[config.mk]
export PLATFORM = sky130hd
export DESIGN_NAME = coin_dispenser_flat
export DESIGN_NICKNAME = d
export VERILOG_FILES = /design/src/rtl/drink_pkg.sv /design/src/rtl/coin_dispenser_if.sv /design/src/rtl/coin_stock_counter.sv /design/src/rtl/coin_dispenser.sv /design/src/flat_wrapper.sv
export SDC_FILE = /design/constraint.sdc
export NUM_CORES = 1
export LEC_CHECK = 0
export CAP_MARGIN = 40
export CORE_UTILIZATION = 45
export CTS_CLUSTER_SIZE = 40
export DETAILED_ROUTE_END_ITERATION = 10
export GPL_TIMING_DRIVEN = 0
export PLACE_DENSITY = 0.69
export SYNTH_ARGS = -nofsm -noshare
export SYNTH_HDL_FRONTEND = slang
export SYNTH_SLANG_ARGS = --single-unit
[constraint.sdc]
create_clock -name clk -period 6.3 [get_ports clk]
set_clock_uncertainty 0.05 [all_clocks]
set_input_delay 1.26 -clock clk [delete_from_list [all_inputs] [get_ports clk]]
set_output_delay 1.26 -clock clk [all_outputs]
set_load 0.1 [all_outputs]
[src/rtl/drink_pkg.sv]
// Shared constants for the drink vending path: coin values, error codes
// and the coin dispenser FSM state encoding.
package drink_pkg;

   localparam logic [2:0] S_IDLE  = 3'd0;
   localparam logic [2:0] S_CHECK = 3'd1;
   localparam logic [2:0] S_GAP   = 3'd2;
   localparam logic [2:0] S_DROP  = 3'd3;
   localparam logic [2:0] S_DONE  = 3'd4;
   localparam logic [2:0] S_FAULT = 3'd5;

   localparam logic [1:0] ERR_NONE    = 2'b00;
   localparam logic [1:0] ERR_STOCK   = 2'b01;
   localparam logic [1:0] ERR_TIMEOUT = 2'b10;

   localparam int HALF_V = 1;
   localparam int ONE_V  = 2;

   typedef enum logic {
      COIN_HALF = 1'b0,
      COIN_ONE  = 1'b1
   } coin_t;

endpackage

[src/rtl/coin_dispenser_if.sv]
// Payout request/status and hopper handshake bundle.
// master: requester + hopper side; slave: coin_dispenser.
interface coin_dispenser_if #(
   parameter int AMT_W = 4
) ();

   logic             req;
   logic [AMT_W-1:0] amount;
   logic             hop_ack;
   logic             drop_half;
   logic             drop_one;
   logic             busy;
   logic             done;
   logic             err;
   logic [1:0]       err_code;

   modport master (
      output req, amount, hop_ack,
      input  drop_half, drop_one, busy, done, err, err_code
   );

   modport slave (
      input  req, amount, hop_ack,
      output drop_half, drop_one, busy, done, err, err_code
   );

endinterface

[src/rtl/coin_stock_counter.sv]
// Stock counter for one coin type: reloads INIT on reset, saturating inc,
// non-underflowing dec. Ports: clk, reset, inc, dec, cnt.
module coin_stock_counter #(
   parameter int W    = 6,
   parameter int INIT = 4
) (
   input  logic         clk,
   input  logic         reset,
   input  logic         inc,
   input  logic         dec,
   output logic [W-1:0] cnt
);

   localparam logic [W-1:0] MAX = '1;

   always_ff @(posedge clk or negedge reset) begin
      if (!reset) begin
         cnt <= W'(INIT);
      end else if (inc && !dec) begin
         if (cnt != MAX) cnt <= cnt + W'(1);
      end else if (dec && !inc) begin
         if (cnt != '0) cnt <= cnt - W'(1);
      end
   end

endmodule

[src/rtl/coin_dispenser.sv]
// Pays out an amount (half-coin units) as one/half coins via a hopper
// handshake. Ports: clk, reset, bus (slave), refill_*, half_cnt, one_cnt.
module coin_dispenser
   import drink_pkg::*;
#(
   parameter int AMT_W       = 4,
   parameter int STOCK_W     = 6,
   parameter int HALF_INIT   = 4,
   parameter int ONE_INIT    = 4,
   parameter int ACK_TIMEOUT = 15
) (
   input  logic               clk,
   input  logic               reset,
   coin_dispenser_if.slave    bus,
   input  logic               refill_half,
   input  logic               refill_one,
   output logic [STOCK_W-1:0] half_cnt,
   output logic [STOCK_W-1:0] one_cnt
);

   localparam int TO_W = $clog2(ACK_TIMEOUT + 1);
   localparam int CW   = ((AMT_W > STOCK_W) ? AMT_W : STOCK_W) + 2;

   logic [2:0]       state;
   logic [AMT_W-1:0] rem;
   coin_t            sel;
   logic [TO_W-1:0]  tcnt;
   logic [1:0]       err_code_q;

   logic [CW-1:0]    half_rem;
   logic [CW-1:0]    n1;
   logic [CW-1:0]    n_half;
   logic             short_stock;
   logic [AMT_W-1:0] coin_val;
   logic             ack_ok;
   logic             timed_out;
   coin_t            pick;

   // Use as many one-coins as stock allows; the rest must be halves.
   always_comb begin
      half_rem    = CW'(rem >> 1);
      n1          = (half_rem < CW'(one_cnt)) ? half_rem : CW'(one_cnt);
      n_half      = CW'(rem) - (n1 << 1);
      short_stock = n_half > CW'(half_cnt);
   end

   always_comb begin
      pick = COIN_HALF;
      unique case (1'b1)
         (rem >= AMT_W'(2)) && (one_cnt != '0): pick = COIN_ONE;
         default:                               pick = COIN_HALF;
      endcase
   end

   assign coin_val  = (sel == COIN_ONE) ? AMT_W'(ONE_V) : AMT_W'(HALF_V);
   assign ack_ok    = (state == S_DROP) && bus.hop_ack;
   assign timed_out = (state == S_DROP) && !bus.hop_ack &&
                      (tcnt == TO_W'(ACK_TIMEOUT - 1));

   always_ff @(posedge clk or negedge reset) begin
      if (!reset) begin
         state      <= S_IDLE;
         rem        <= '0;
         sel        <= COIN_HALF;
         tcnt       <= '0;
         err_code_q <= ERR_NONE;
      end else begin
         unique case (state)
            S_IDLE: begin
               if (bus.req) begin
                  rem        <= bus.amount;
                  err_code_q <= ERR_NONE;
                  state      <= S_CHECK;
               end
            end
            S_CHECK: begin
               unique case (1'b1)
                  (rem == '0): state <= S_DONE;
                  short_stock: begin
                     err_code_q <= ERR_STOCK;
                     state      <= S_FAULT;
                  end
                  default: state <= S_GAP;
               endcase
            end
            S_GAP: begin
               sel   <= pick;
               tcnt  <= '0;
               state <= S_DROP;
            end
            S_DROP: begin
               if (ack_ok) begin
                  rem   <= rem - coin_val;
                  state <= (rem == coin_val) ? S_DONE : S_GAP;
               end else if (timed_out) begin
                  err_code_q <= ERR_TIMEOUT;
                  state      <= S_FAULT;
               end else begin
                  tcnt <= tcnt + TO_W'(1);
               end
            end
            S_DONE:  state <= S_IDLE;
            S_FAULT: state <= S_IDLE;
            default: state <= S_IDLE;
         endcase
      end
   end

   assign bus.drop_one  = (state == S_DROP) && (sel == COIN_ONE);
   assign bus.drop_half = (state == S_DROP) && (sel == COIN_HALF);
   assign bus.busy      = (state != S_IDLE);
   assign bus.done      = (state == S_DONE);
   assign bus.err       = (state == S_FAULT);
   assign bus.err_code  = err_code_q;

   coin_stock_counter #(
      .W    (STOCK_W),
      .INIT (HALF_INIT)
   ) u_half (
      .clk   (clk),
      .reset (reset),
      .inc   (refill_half),
      .dec   (ack_ok && (sel == COIN_HALF)),
      .cnt   (half_cnt)
   );

   coin_stock_counter #(
      .W    (STOCK_W),
      .INIT (ONE_INIT)
   ) u_one (
      .clk   (clk),
      .reset (reset),
      .inc   (refill_one),
      .dec   (ack_ok && (sel == COIN_ONE)),
      .cnt   (one_cnt)
   );

endmodule

[src/flat_wrapper.sv]
// flat-port wrapper written by rule: the top's interface ports become plain ports
module coin_dispenser_flat import drink_pkg::*;
#(
   parameter int AMT_W       = 4,
   parameter int STOCK_W     = 6,
   parameter int HALF_INIT   = 4,
   parameter int ONE_INIT    = 4,
   parameter int ACK_TIMEOUT = 15
)
  (clk, reset, refill_half, refill_one, half_cnt, one_cnt, bus_req, bus_amount, bus_hop_ack, bus_drop_half, bus_drop_one, bus_busy, bus_done, bus_err, bus_err_code);
  coin_dispenser_if #(.AMT_W(AMT_W)) bus_i ();
  input  logic clk;
  input  logic reset;
  input  logic refill_half;
  input  logic refill_one;
  output logic [STOCK_W-1:0] half_cnt;
  output logic [STOCK_W-1:0] one_cnt;
  input wire logic [$bits(bus_i.req)-1:0] bus_req;
  input wire logic [$bits(bus_i.amount)-1:0] bus_amount;
  input wire logic [$bits(bus_i.hop_ack)-1:0] bus_hop_ack;
  output wire logic [$bits(bus_i.drop_half)-1:0] bus_drop_half;
  output wire logic [$bits(bus_i.drop_one)-1:0] bus_drop_one;
  output wire logic [$bits(bus_i.busy)-1:0] bus_busy;
  output wire logic [$bits(bus_i.done)-1:0] bus_done;
  output wire logic [$bits(bus_i.err)-1:0] bus_err;
  output wire logic [$bits(bus_i.err_code)-1:0] bus_err_code;
  assign bus_i.req = bus_req;
  assign bus_i.amount = bus_amount;
  assign bus_i.hop_ack = bus_hop_ack;
  assign bus_drop_half = bus_i.drop_half;
  assign bus_drop_one = bus_i.drop_one;
  assign bus_busy = bus_i.busy;
  assign bus_done = bus_i.done;
  assign bus_err = bus_i.err;
  assign bus_err_code = bus_i.err_code;
  coin_dispenser #(.AMT_W(AMT_W), .STOCK_W(STOCK_W), .HALF_INIT(HALF_INIT), .ONE_INIT(ONE_INIT), .ACK_TIMEOUT(ACK_TIMEOUT)) u_core (.clk(clk), .reset(reset), .bus(bus_i), .refill_half(refill_half), .refill_one(refill_one), .half_cnt(half_cnt), .one_cnt(one_cnt));
endmodule
==> metrics, run 1 <==
io pins=29; reg-to-reg critical path endpoint=u_core.state[1]; Synth Warn #=0; top-count cell post-synth=ha_1; origin of the critical flop-to-flop path=u_core.u_one.cnt[1]; setup TNS=0 ps; Final Hold Viols=0; DIE AREA=0.00513 mm2; fraction of registers with async set/reset=100%; Post-Synthesis Cells=245; Seq/Total Area, Yosys=29.9%; hold_buf cts=0; worst-margin pin slew=689 ps; slowest CP cell=dfrtp_1; placed cells=344; Clock Latency Late Sink=280 ps; Post-synth EDFFs=0; CTS resizes=0; total track usage=20.4%; CP max stage delay=500 ps; Worst Hold Class=register to register; most used routing layer=met2; post-synthesis cell type with the largest combined area=dfrtp_1; CTS root buf=clkbuf_8; crit path launch type=register; Multi-input gate area=0.00140 mm2; met3 Use GR=1.97%; critical path's top delay family=compound AO/OA/AOI/OAI gates; main flop type after synthesis=dfrtp_1; Die H=71.6 um; # diodes=0; Mean Syn Cell Area=8.90 um2; antenna violations before repair=0; Post-CTS Repair Setup Buffers=0; final std cells w/o fill=348; P&R area growth vs syn=33.0%; crit path time final=4150 ps; post-DR wirelength/cell=13.5 um; gr ovfl total=0; FMAX=241 MHz; Critical Path RT=6470 ps; Clock Sinks=26; FF-to-FF setup slack=2150 ps; sequential cell area=653 um2; hold path endpoint=u_core.bus.err_code[1]; status=complete, no violations; Mapped Area=0.00218 mm2; most used cell, CP=ha_1; fillers=401; Layout Nets=336; cell count of the worst reg-to-reg path=16; Crit Path Category=register to register; WP data arrival=4320 ps; # DRC=0; Via density=5.56; Hold Crit Start=u_core.bus.err_code[1]; Worst Setup SP=u_core.u_one.cnt[1]; first-pass GRT wire length=8290 um; vias in the first global route=1800; Setup crit end kind=register; Starting Density=48.4%; Worst Path Buf+Inv=1; Detailed Routing Iterations Pass 1=4; cell row count=24; post-detailed-route count of antenna-violating nets=0; Placer Congestion=0.783; Iter 0 DRT Violations=63; Yosys top cell area share=27.5%; synth top area cells=dfrtp_1 (28%), ha_1 (14%), inv_1 (4.0%), fa_1 (3.7%), nor2_1 (3.6%); final HPWL from detailed placement=3760 um; GR Util met2=33.1%; cells along the critical path=inv_1, ha_1, a21boi_1, o21a_1, o21ai_2, mux2_1, ha_1, fa_1, nor2b_1, nor2_1, ha_1, a21o_1, a211oi_2, a21oi_2, o41ai_1, nor2b_1; met1 GRT Util=28.7%; core area=0.00450 mm2; vias=1934; hold path depth=1; clock slew at reported path FFs=100 ps; pin count of the biggest net entering global routing=16; Tcrit/Tclk final=65.9%; TritonCTS clock tree=yes; max cap viols=0; synth unique cells=53; Chip Width=71.6 um; Setup Viol. Count Final=0; CTS HTree Levels=1; Final Slew Violations=0; Port Buf Inserts=27; clock buffer count from CTS=3; syn nets=284; top post-synthesis cells by count=ha_1 (25), dfrtp_1 (24), inv_1 (23); Slew Limit Headroom=53.9%; #FFs+latches synth=26; share of cells above drive strength 1=13.9%; WL final=4690 um; clk buf depth=2; RSZ-0062 raised after global routing=false; CP max FO=7
-- cells by family after synthesis --
| logic type | after synthesis | share of synthesized area, % |
|---|---|---|
| AOI/OAI and AO/OA | 72 | 22.7 |
| and+or+nand+nor | 69 | 15.6 |
| buffers and inverters | 31 | 5.79 |
| adders and majority gates | 29 | 18.0 |
| DFF | 26 | 29.9 |
| xor gates and xnor gates | 10 | 4.02 |
| muxes | 8 | 3.90 |
-- placed cells by master, fill, tap and decap left out, drive strengths merged, types with 2 or more instances in the layout --
cell type | synthesis | routed
nor2 | 21 | 21
o31ai | 2 | 2
clkdlybuf4s50 | 0 | 27
a22o | 2 | 2
nand3 | 9 | 9
nor3 | 8 | 8
inv | 24 | 24
and2 | 2 | 2
nand2b | 2 | 2
or2 | 2 | 2
mux2 | 4 | 4
dfstp | 2 | 2
o41ai | 2 | 2
a21o | 6 | 6
fa | 4 | 4
xnor2 | 7 | 7
a211oi | 6 | 6
a21oi | 17 | 17
xor2 | 3 | 3
dfrtp | 24 | 24
mux2i | 4 | 4
nor2b | 3 | 3
o21a | 2 | 2
o21ai | 20 | 20
nand4 | 4 | 4
buf | 4 | 24
ha | 25 | 25
a22oi | 2 | 2
nand2 | 11 | 11
clkbuf | 3 | 6
nor4 | 3 | 3
o211ai | 3 | 3
-- metrics by stage --
stage	hold WS, ps	util (%)	worst slack, ps	cell area [um2]
floorplan	437	-	1740	2180
global placement	444	55.9	2120	2520
detailed placement	440	62.8	2120	2830
CTS	463	64.4	2090	2900
global route	497	64.4	1880	2900
finish	468	64.4	2150	2900
-- registers in the layout (all words and copies together), names as in the netlist --
name and count:
u_core.u_one.cnt 6, u_core.bus.err_code 2, u_core.rem 4, u_core.state 3, u_core.tcnt 4, u_core.sel 1
u_core.u_half.cnt 6
-- per-layer routing --
layer	part of all wire (%)	vias to the layer above
met5	0	-
met4	1.4	0
met3	2.5	4
met2	46	31
met1	50	905
li1	-	994
-- worst max-delay path by stage --
| stage | slack [ps] | end | depth (start not counted) |
|---|---|---|---|
| after floorplan | 1740 | u_core.state[1] | 16 |
| after global placement | 2120 | u_core.state[1] | 16 |
| after detailed placement | 2120 | u_core.state[1] | 16 |
| after CTS | 2090 | u_core.state[1] | 16 |
| after global routing | 1880 | u_core.state[1] | 16 |
| final | 2150 | u_core.state[1] | 16 |
-- cell type report --
type / count / share of cell area [%]
buffer: 7 / 1.25
clock buffer: 3 / 1.42
clock inverter: 1 / 1.04
inverter: 24 / 3.11
multi-input combinational: 188 / 48.3
sequential: 26 / 22.5
tap: 52 / 2.24
timing repair buffer: 47 / 20.1
Power of run 1 is left out: the tool's default activity adds up to more than one toggle a clock period on the data nets, which glitch-free logic cannot reach.
==> run 2, diff against run 1 <==
--- a/config.mk
+++ b/config.mk
@@ -10,7 +10,7 @@
 export CTS_CLUSTER_SIZE = 40
 export DETAILED_ROUTE_END_ITERATION = 10
 export GPL_TIMING_DRIVEN = 0
-export PLACE_DENSITY = 0.69
+export PLACE_DENSITY = 0.72
 export SYNTH_ARGS = -nofsm -noshare
 export SYNTH_HDL_FRONTEND = slang
 export SYNTH_SLANG_ARGS = --single-unit
==> constraint.sdc (replaced) <==
create_clock -name clk -period 3.8 [get_ports clk]
set_clock_uncertainty 0.05 [all_clocks]
set_input_delay 0.76 -clock clk [delete_from_list [all_inputs] [get_ports clk]]
set_output_delay 0.76 -clock clk [all_outputs]
set_load 0.1 [all_outputs]
==> run 2 against run 1 <==
Compared with the run above:
- register-to-register slack got worse by 2100 ps
- utilization rose by 1.7 points
- routed wire length rose by 5.5%
- flip-flop and latch count did not move
- sequential share of layout area fell by 0.26 points
- critical path depth did not move
- die area did not move
- clock-buffer cell count did not move
- fmax rose by 9.5%
- global-route usage rose by 0.25 points
- final cell count rose by 0.57%
- critical path type unchanged
- critical endpoint unchanged
==> metrics, run 2 (synthesized netlist as in run 1, its figures left out) <==
status=complete, no violations; Crit Path Category=register to register; Clock Sinks=26 (unchanged); cell row count=24 (unchanged); hold_buf cts=0 (unchanged); Layout Nets=338 (+0.60%); clk buf depth=2 (unchanged); Detailed Routing Iterations Pass 1=5 (+1); Tcrit/Tclk final=99.7% (+34 points); core area=0.00450 mm2 (unchanged); pin count of the biggest net entering global routing=18 (+2); crit path launch type=register; vias in the first global route=1838 (+2.1%); dpl cell area=0.00288 mm2 (+1.9%); Final Slew Violations=0 (unchanged); FMAX=264 MHz (+9.5%); TritonCTS clock tree=yes; share of cells above drive strength 1=18.5% (+4.6 points); slowest CP cell=dfrtp_4; Worst Hold Class=register to register; first-pass GRT wire length=8400 um (+1.4%); Hold WS=470 ps (+2.02 ps); crit path time final=3790 ps (-361 ps); Starting Density=48.4% (unchanged); # diodes=0 (unchanged); DIE AREA=0.00513 mm2 (unchanged); Critical Path RT=3960 ps (-2510 ps); Final Hold Viols=0 (unchanged); CTS HTree Levels=1 (unchanged); # DRC=0 (unchanged); WL final=4950 um (+5.5%); WP data arrival=3950 ps (-370 ps); antenna violations before repair=0 (unchanged); RSZ-0062 raised after global routing=true; max cap viols=0 (unchanged); most frequent cells in the layout=clkdlybuf4s50_1 (27), ha_1 (23), inv_1 (21), nor2_1 (21), dfrtp_1 (21); vias=1960 (+1.3%); gr ovfl total=0 (unchanged); fillers=369 (-8.0%); total track usage=20.6% (+0.25 points); critical path's top delay family=compound AO/OA/AOI/OAI gates; clock slew at reported path FFs=100 ps (about the same); commonest non-fill, non-tap cell in the layout=clkdlybuf4s50_1; final std cells w/o fill=350 (+0.57%); cells along the critical path=inv_4, ha_4, a21boi_1, o21a_1, o21ai_4, mux2_4, ha_4, fa_2, nor2b_2, nor2_1, ha_1, a21o_1, a211oi_2, a21oi_2, o41ai_2, nor2b_2; final HPWL from detailed placement=3890 um (+3.4%); clock buffer count from CTS=3 (unchanged); CP max stage delay=500 ps (about the same); Placer Congestion=0.801 (+2.3%); P&R area growth vs syn=36.6%; Setup crit end kind=register; CTS root buf=clkbuf_8; fin area=0.00298 mm2 (+2.7%); placed cells=344 (unchanged); Port Buf Inserts=27 (unchanged); Slew Limit Headroom=61.1% (+7.2 points); Die H=71.6 um (unchanged); post-detailed-route count of antenna-violating nets=0 (unchanged); Iter 0 DRT Violations=107 (+70%); Regs by FF count=u_core.u_half.cnt (6), u_core.u_one.cnt (6); Chip Width=71.6 um (unchanged); Via density=5.60 (+0.77%); io pins=29 (unchanged); Setup Viol. Count Final=0 (unchanged); Clock Latency Late Sink=280 ps (about the same); Worst Path Buf+Inv=1 (unchanged); CP max FO=5 (-2); setup TNS=0 ps (unchanged); worst-margin pin slew=581 ps (-108 ps); post-DR wirelength/cell=14.1 um (+4.9%)
## run 2: changes by cell type in the layout (fill, tap and decap cells not counted), sizes merged
| cell | delta |
|---|---|
| buf | +2 |
## run 2: worst register-to-register path, cell delays in order, from the launching register on
cell and delay, ps:
dfrtp_4 500, inv_4 80, ha_4 190, a21boi_1 120, o21a_1 220, o21ai_4 140, mux2_4 330, ha_4 170
fa_2 400, nor2b_2 150, nor2_1 60, ha_1 310, a21o_1 190, a211oi_2 170, a21oi_2 130, o41ai_2 340
nor2b_2 180
## run 2: repair_timing
item,in CTS,in global routing
gates cloned,0,0
pin swaps,2,0
gates resized for setup,2,1
endpoints found under the setup margin,3,4
setup buffers,2,0
## run 2: final cells by class
class,count,area (um2),share of cell area (%)
plain buffers,7,36.3,1.22
multi-input cells,188,1450,48.8
clock buffers,3,41.3,1.39
flip-flops and latches,26,663,22.3
clock inverters,1,30.0,1.01
inverters,24,92.6,3.11
repair buffers,49,598,20.1
well taps,52,65.1,2.18
## run 2: worst paths after layout
path | from | end | slack (ps) | depth (start not counted)
setup / recovery | u_core.u_one.cnt[1] | u_core.state[1] | 10 | 16
hold / removal | u_core.bus.err_code[1] | u_core.bus.err_code[1] | 470 | 1
setup reg to reg | u_core.u_one.cnt[1] | u_core.state[1] | 10 | 16
hold reg to reg | u_core.bus.err_code[1] | u_core.bus.err_code[1] | 470 | 1
max in group asynchronous | reset | u_core.u_one.cnt[2] | 2360 | 2
min in group asynchronous | reset | u_core.u_half.cnt[3] | 790 | 1
## run 2: through the flow
stage               utilization (%)  setup slack [ps]
floorplan                         -             -73.8
global placement               57.0              -125
detailed placement             64.0              -182
CTS                            66.1             -24.4
global route                   66.1              -151
finish                         66.1              11.6
## run 2: routing by layer
layer / up-vias / GRT usage [%] / part of all wire [%]
met5: - / 0 / 0
met4: 0 / 5.88 / 1.4
met3: 6 / 1.97 / 3.1
met2: 36 / 35.1 / 48
met1: 925 / 28.1 / 48
li1: 993 / - / -
Power of run 2 is left out for the same reason.
